===== src/rtl/lcd_pkg.sv =====
// lcd_pkg: shared types and constants for the SPI LCD write path
package lcd_pkg;
  typedef enum logic [1:0] {IDLE, SHIFT, HOLD} lcd_state_e;
  localparam logic DC_CMD = 1'b0;
  localparam logic DC_DATA = 1'b1;
  localparam int LCD_WORD_W = 9;
endpackage


===== src/rtl/lcd_spi_bit_timer.sv =====
// lcd_spi_bit_timer: SCLK phase generator with rise/fall strobes for the next edge
module lcd_spi_bit_timer #(
  parameter int CLK_DIV = 2
) (
  input  logic sys_clk_50MHz,
  input  logic sys_rst,
  input  logic en,
  output logic sclk,
  output logic rise,
  output logic fall
);
  localparam int DW = CLK_DIV > 1 ? $clog2(CLK_DIV) : 1;
  logic [DW-1:0] div_cnt;
  logic wrap;
  assign wrap = en && div_cnt == DW'(CLK_DIV - 1);
  assign rise = wrap & ~sclk;
  assign fall = wrap & sclk;
  always_ff @(posedge sys_clk_50MHz) begin
    if (sys_rst || !en) begin
      div_cnt <= '0;
      sclk <= 1'b0;
    end else if (wrap) begin
      div_cnt <= '0;
      sclk <= ~sclk;
    end else begin
      div_cnt <= div_cnt + 1'b1;
    end
  end
endmodule


===== src/rtl/lcd_spi_writer.sv =====
// lcd_spi_writer: 9-bit word to 4-wire SPI (mode 0) serialiser with one-entry holding register
module lcd_spi_writer
  import lcd_pkg::*;
#(
  parameter int CLK_DIV = 2,
  parameter int CS_HOLD = 1,
  parameter int WORD_W = LCD_WORD_W
) (
  input  logic              sys_clk_50MHz,
  input  logic              sys_rst,
  input  logic [WORD_W-1:0] data,
  input  logic              en_write,
  output logic              wr_done,
  output logic              busy,
  output logic              overflow,
  output logic              lcd_cs,
  output logic              lcd_dc,
  output logic              lcd_sclk,
  output logic              lcd_mosi
);
  localparam int HW = CS_HOLD > 1 ? $clog2(CS_HOLD) : 1;
  lcd_state_e state;
  logic hold_full;
  logic [WORD_W-1:0] hold_word, src;
  logic [6:0] sh;
  logic [2:0] bit_cnt;
  logic last;
  logic [HW-1:0] hold_cnt;
  logic rise, fall;
  assign src = hold_full ? hold_word : data;
  lcd_spi_bit_timer #(.CLK_DIV(CLK_DIV)) u_timer (
    .sys_clk_50MHz(sys_clk_50MHz),
    .sys_rst(sys_rst),
    .en(state == SHIFT),
    .sclk(lcd_sclk),
    .rise(rise),
    .fall(fall)
  );
  always_ff @(posedge sys_clk_50MHz) begin
    if (sys_rst) begin
      state <= IDLE;
      lcd_cs <= 1'b1;
      lcd_dc <= 1'b0;
      lcd_mosi <= 1'b0;
      wr_done <= 1'b0;
      busy <= 1'b0;
      overflow <= 1'b0;
      hold_full <= 1'b0;
      hold_word <= '0;
      sh <= '0;
      bit_cnt <= '0;
      last <= 1'b0;
      hold_cnt <= '0;
    end else begin
      wr_done <= 1'b0;
      if (state != IDLE && en_write) begin
        if (hold_full) overflow <= 1'b1;
        else begin
          hold_full <= 1'b1;
          hold_word <= data;
        end
      end
      case (state)
        IDLE: begin
          if (hold_full || en_write) begin
            state <= SHIFT;
            lcd_cs <= 1'b0;
            busy <= 1'b1;
            lcd_dc <= src[WORD_W-1];
            lcd_mosi <= src[7];
            sh <= src[6:0];
            bit_cnt <= 3'd7;
            last <= 1'b0;
            // a held word leaving frees the slot for a same-cycle write
            hold_full <= hold_full && en_write;
            if (hold_full && en_write) hold_word <= data;
          end else begin
            busy <= 1'b0;
          end
        end
        SHIFT: begin
          if (rise) last <= bit_cnt == 3'd0;
          if (fall) begin
            if (last) begin
              state <= HOLD;
              hold_cnt <= '0;
            end else begin
              bit_cnt <= bit_cnt - 3'd1;
              lcd_mosi <= sh[6];
              sh <= {sh[5:0], 1'b0};
            end
          end
        end
        HOLD: begin
          if (hold_cnt == HW'(CS_HOLD - 1)) begin
            state <= IDLE;
            lcd_cs <= 1'b1;
            wr_done <= 1'b1;
            busy <= hold_full | en_write;
          end else begin
            hold_cnt <= hold_cnt + 1'b1;
          end
        end
        default: state <= IDLE;
      endcase
    end
  end
endmodule


===== config.mk =====
export PLATFORM = sky130hd
export DESIGN_NAME = lcd_spi_writer
export DESIGN_NICKNAME = d
export VERILOG_FILES = /design/src/rtl/lcd_pkg.sv /design/src/rtl/lcd_spi_bit_timer.sv /design/src/rtl/lcd_spi_writer.sv
export SDC_FILE = /design/constraint.sdc
export NUM_CORES = 1
export LEC_CHECK = 0
export BUFFER_PORTS_ARGS = -buffer_cell sky130_fd_sc_hd__buf_2
export CAP_MARGIN = 30
export CELL_PAD_IN_SITES_DETAIL_PLACEMENT = 0
export CELL_PAD_IN_SITES_GLOBAL_PLACEMENT = 1
export CORE_UTILIZATION = 35
export CTS_CLUSTER_SIZE = 14
export DETAILED_ROUTE_END_ITERATION = 10
export PLACE_DENSITY = 0.62
export SYNTH_ARGS = -nofsm -noshare
export SYNTH_HDL_FRONTEND = slang
export SYNTH_SLANG_ARGS = --single-unit

===== constraint.sdc =====
create_clock -name sys_clk_50MHz -period 2.9 [get_ports sys_clk_50MHz]
set_clock_uncertainty 0.1 [all_clocks]
set_input_delay 0.29 -clock sys_clk_50MHz [delete_from_list [all_inputs] [get_ports sys_clk_50MHz]]
set_output_delay 0.29 -clock sys_clk_50MHz [all_outputs]
set_load 0.01 [all_outputs]

== Yosys cells after proc, flatten, opt, wreduce, memory -nomap -nowiden ==
Cells that the tools add are included.
Storage, ports and cells
  bits in registers: 32
  input bits: 12
  output and inout port bits: 7
Operators by class
  add/sub/neg operators: 3
  equality and inequality tests: 8
  mux-type cells: 38
  bitwise logic cells: 5
  reductions and logical operators: 22
Operator list (count)
  9-bit 2-to-1 mux: 5
  7-bit 2-to-1 mux: 3
  1-bit 2-to-1 mux: 15
  7-bit one-hot mux with 2 select lines: 1
  2-bit inequality test, second input constant: 6
  1-bit one-hot mux with 2 select lines: 5
  3-bit 2-to-1 mux: 3
  3-bit AND reduction: 3
  2-bit 2-to-1 mux: 4
  4-bit AND reduction: 2
  2-bit nonzero test: 4
  2-bit one-hot mux with 3 select lines: 1
  3-bit one-hot mux with 2 select lines: 1
  2-bit AND reduction: 3
  2-bit OR reduction: 2
  1-bit logical AND: 3
  3-bit logical NOT: 1
  3-bit by 1-bit subtractor with 3-bit output, second input constant: 1
  1-bit adder, second input constant: 2
  1-bit bitwise AND: 2
  2-bit by 1-bit equality test with 1-bit output, second input constant: 1
  2-bit equality test, second input constant: 1
  2-bit logical NOT: 1
  1-bit logical OR: 2
  3 further kinds: 4

== Depth between registers and ports, before layout ==
  depth in word-level cells: 6
  depth in mapped cells: 5

== Modules after synthesis ==
A second synthesis with hierarchy kept.
Second synthesis, totals
  cell total of the unflattened synthesis: 163
  area total of the unflattened synthesis: 1450.1 µm²
Modules (own cells, without submodules)
  lcd_spi_writer: instances 1, cells an instance 154, area each 1372.6 µm², seq. area each 580.6 µm²
  lcd_spi_bit_timer: instances 1, cells an instance 9, area each 77.6 µm², seq. area each 40.0 µm²

== Worst setup path before layout ==
Ideal clock, no wire load.
  kind: reg2reg
  start: register state[1]
  end: register hold_word[0]
  setup time: 0.119 ns
  data arrival time: 1.149 ns
  required time: 2.681 ns
  slack: 1.532 ns
  cell stages (with the launch flop): 6
  buffers on the path: 2
  cell sequence: dfxtp_1 > buf_6 > or3_1 > and3_1 > buf_6 > mux2i_1
On the way
  cells in the longest elaborated chain, start to end: 6
  elaborated cells on any way between the ends: 7
  those cells by class: mux (4); reduce/logical (3)
Ends and longest elaborated chain
  start: declaration: line lcd_spi_writer.sv:22  | lcd_state_e state;
  start signal: assignment: line lcd_spi_writer.sv:41  | state <= IDLE;
  start signal: assignment: line lcd_spi_writer.sv:66  | state <= SHIFT;
  start signal: assignment: line lcd_spi_writer.sv:85  | state <= HOLD;
  2-bit nonzero test: line lcd_spi_writer.sv:56  | if (state != IDLE && en_write) begin
  1-bit logical AND: line lcd_spi_writer.sv:56
  9-bit 2-to-1 mux: line lcd_spi_writer.sv:56
  9-bit 2-to-1 mux: line lcd_spi_writer.sv:76  | if (hold_full && en_write) hold_word <= data;
  9-bit 2-to-1 mux: line lcd_spi_writer.sv:65  | if (hold_full || en_write) begin
  9-bit 2-to-1 mux (*): line lcd_spi_writer.sv:63  | case (state)
  end signal: assignment: line lcd_spi_writer.sv:60  | hold_word <= data;
  end signal: assignment: line lcd_spi_writer.sv:76
  end: declaration: line lcd_spi_writer.sv:24  | logic [WORD_W-1:0] hold_word, src;
Every way passes the cells marked *; elsewhere a longest branch is shown, timed or not.
A chain may end at the register's enable or synchronous reset.

== Worst setup path in the final report ==
  start: register state[0]
  end: register bit_cnt[2]
On the way
  cells in the longest elaborated chain, start to end: 5
  elaborated cells on any way between the ends: 10
  those cells by class: eq/ne (4); mux (1); bitwise (1); reduce/logical (4)
Ends and longest elaborated chain
  2-bit by 1-bit equality test with 1-bit output: line lcd_spi_writer.sv:34, lcd_spi_writer.sv:63
  1-bit logical AND: line lcd_spi_bit_timer.sv:15  | assign wrap = en && div_cnt == DW'(CLK_DIV - 1);
  1-bit bitwise AND: line lcd_spi_bit_timer.sv:17  | assign fall = wrap & sclk;
  2-bit inequality test (no line)
  4-bit AND reduction (no line)
  end signal: assignment: line lcd_spi_writer.sv:88  | bit_cnt <= bit_cnt - 3'd1;
  end: declaration: line lcd_spi_writer.sv:26  | logic [2:0] bit_cnt;
Several ways; a longest one is shown, not always the timed one.

==> results.toml <==
[final_layout]
diodes = 0
layout.nets = 190
regArea_sq_um = 621
fill_cells = 421
drive_gt1_frac = 0.215
design_area_sq_um = 1730
multi_input_area_sq_um = 822
syn_to_final_growth_pct = 12.9

[run_status]
status = "finished clean"

[grt]
grt_max_degree = 41
overflow = 0
grt_antenna_before_repair = 0
grt_pass1_wl_microns = 5380
grt_usage = 0.156
grt_pass1_vias = 1156

[timing]
hold_violations = 0
rsz0062_at_grt = "no"
min_period_over_period = 0.658
fin_crit_ns = 1.91
fin_tns_setup_ns = 0
maxSlewViolCount = 0
setup_viol = 0
tightest_slew_ns = 0.626
clock.fmax_ghz = 0.524
max-slew-margin-rel = 0.582

[placed_design]
port_buffers = 18
place_area_sq_um = 1610
dp_hpwl_microns = 2170
gp_congestion = 0.739

[worst_setup_path]
cpPeakStageDelay_ns = 0.57
worstSetupStartpoint = "state[0]$_SDFFE_PP0P_"
cp-start-kind = "register"
worstPathArrival_ns = 2.01
crit_path_end_kind = "register"
slowest_stage = "dfxtp_1"
critical_path.cell_chain = "nand4b_1 -> or3_1 -> a31oi_1"
crit_type = "register to register"
path_max_fanout = 14
worstReg2RegStart = "state[0]$_SDFFE_PP0P_"
required_ns = 3.00

[clock_network]
clk_latency_ns = 0.28
clk_path_buf_depth = 2
cts-root-buf = "clkbuf_8"
postCtsHoldBufs = 0
cts-resized-gates = 0
htreeDepth = 2
cts_setup_buffers = 0
numClockSinks = 31
cts_made_buffers = 5
clkTransAtPathRegs_ns = 0.07
cts_tree = "yes"

[hold_path]
hp-class = "input port to register"
hp-start = "data[8]"

[power_and_ir_drop]
p_seq_frac = 0.453
leakagePower_uw = 0.000630
total_power_uw = 1050
power.density_nw_per_um2 = 609
pwr-share-clk = 0.428
intPower_uw = 792
combPwrFrac = 0.119
p_sw_frac = 0.249
vdd_drop_max_mv = 0.280
switchingPower_uw = 263

[logic_synthesis]
syn_inst = 165
yosysWarnings = 0
synth-seq-area-share = 0.405
synth_common_cells = "dfxtp_1, nand2b_1, mux2i_1, nand3_1, a31oi_1"
synth_edf_count = 0
syn-num-nets = 179
yosys-top-cells-area = "dfxtp_1, nand2b_1, mux2i_1, mux2_2, o221ai_1"
ys_seq_elements = 31
synth_area_sq_um = 1530
yosysMostFrequentCell = "dfxtp_1"
synth_top_area_frac = 0.405
ys_types = 34
yosys_most_used_dff = "dfxtp_1"
ys_async_sr_fraction = 0
yosysTopAreaCell = "dfxtp_1"
syn_avg_cell_area_sq_um = 9.30

[routing]
wl_microns = 3300
final_antenna_net_count = 0
drt_iter0_markers = 88
wl_per_cell_microns = 14.5
dr_total_vias = 1257
via_per_inst = 5.54
drt_first_pass_iters = 4
drc = 0

[floorplan]
die_w_microns = 68.2
ioPinCount = 19
fp.dieH_microns = 68.2
num_rows = 23
fp.dieArea_sq_um = 4650
floorplan.initialDensity = 0.373
core-area_sq_um = 4120

[job]
maxCapViolCount = 0
[kinds of logic after synthesis]
kind of cell,Yosys count,share of synthesized area
simple gates,63,0.246
buf+inv,18,0.0595
fa+ha+maj,2,0.0163
mux,18,0.124
flops,31,0.405
compound gates,32,0.144
xor+xnor,1,0.00571
[layer usage]
metal	part of all wire	wire (microns)	GRT usage	up-vias
met2	0.44	1450	0.241	37
met4	0.0064	21	0.0495	0
met3	0.059	195	0.0483	4
met5	0	0	0	-
li1	-	-	-	623
met1	0.49	1630	0.204	593
[power groups by stage]
stage	clock [uW]	combinational, uW	sequential (uW)
after floorplan	0	100	479
after global routing	471	141	483
after global placement	0	125	486
final	452	125	478
after CTS	455	127	478
after detailed placement	0	126	488
[per-stage QoR]
step	hold slack, ns	instances	setup slack (ns)	utilization
after floorplan	0.335	165	1.53	-
after global placement	0.354	219	1.11	0.392
after detailed placement	0.356	219	1.01	0.392
after CTS	0.168	227	1.01	0.421
after global routing	0.185	227	0.884	0.421
final	0.172	227	0.992	0.421
[layout by cell type (no fill, tap or decap), drive strengths merged]
cell type / Yosys / layout
o21bai: 1 / 1
nor3b: 1 / 1
clkbuf: 9 / 6
inv: 3 / 3
or2: 2 / 2
bufinv: 0 / 1
xnor2: 1 / 1
a311oi: 2 / 2
nand3: 10 / 10
and3: 1 / 1
clkinv: 0 / 1
nand3b: 8 / 8
nand4b: 1 / 1
nor4bb: 1 / 1
nor3: 5 / 5
buf: 6 / 19
nor2: 3 / 3
and4b: 1 / 1
o221ai: 8 / 8
mux2: 8 / 8
a221o: 1 / 1
or3: 2 / 2
ha: 2 / 2
a22oi: 1 / 1
o21ai: 2 / 2
mux2i: 10 / 10
a31oi: 9 / 9
a21oi: 7 / 7
dfxtp: 31 / 31
a211oi: 1 / 1
nand2b: 21 / 21
and2b: 1 / 1
nand2: 6 / 6
[worst paths after layout]
| kind | depth (start not counted) | end | slack, ns |
|---|---|---|---|
| hold reg to reg | 2 | busy$_SDFFE_PP0P_ | 0.37 |
| setup reg to reg | 3 | bit_cnt[2]$_SDFFE_PP0P_ | 0.99 |
| setup / recovery | 3 | bit_cnt[2]$_SDFFE_PP0P_ | 0.99 |
| hold / removal | 3 | hold_word[8]$_SDFF_PP0_ | 0.17 |
[worst max-delay path, delay by kind of cell, from the launching register on]
family           cells  cell delay (ns)
AO/OA/AOI/OAI        1             0.15
flip-flops           1             0.57
AND/OR/NAND/NOR      2             1.01
[flip-flops by register name, summed over array words and instances (netlist names)]
name             cells
u_timer.sclk         1
lcd_cs               1
state                2
last                 1
u_timer.div_cnt      1
bit_cnt              3
sh                   7
wr_done              1
hold_full            1
hold_word            9
lcd_mosi             1
lcd_dc               1
busy                 1
overflow             1
[layout make-up]
| class | instances | area share |
|---|---|---|
| clock buffer | 6 | 0.0477 |
| clock inverter | 2 | 0.0202 |
| inverter | 3 | 0.00650 |
| multi-input combinational | 116 | 0.475 |
| sequential | 31 | 0.358 |
| tap | 50 | 0.0361 |
| timing repair buffer | 19 | 0.0564 |
(Power assumes the default switching activity.)
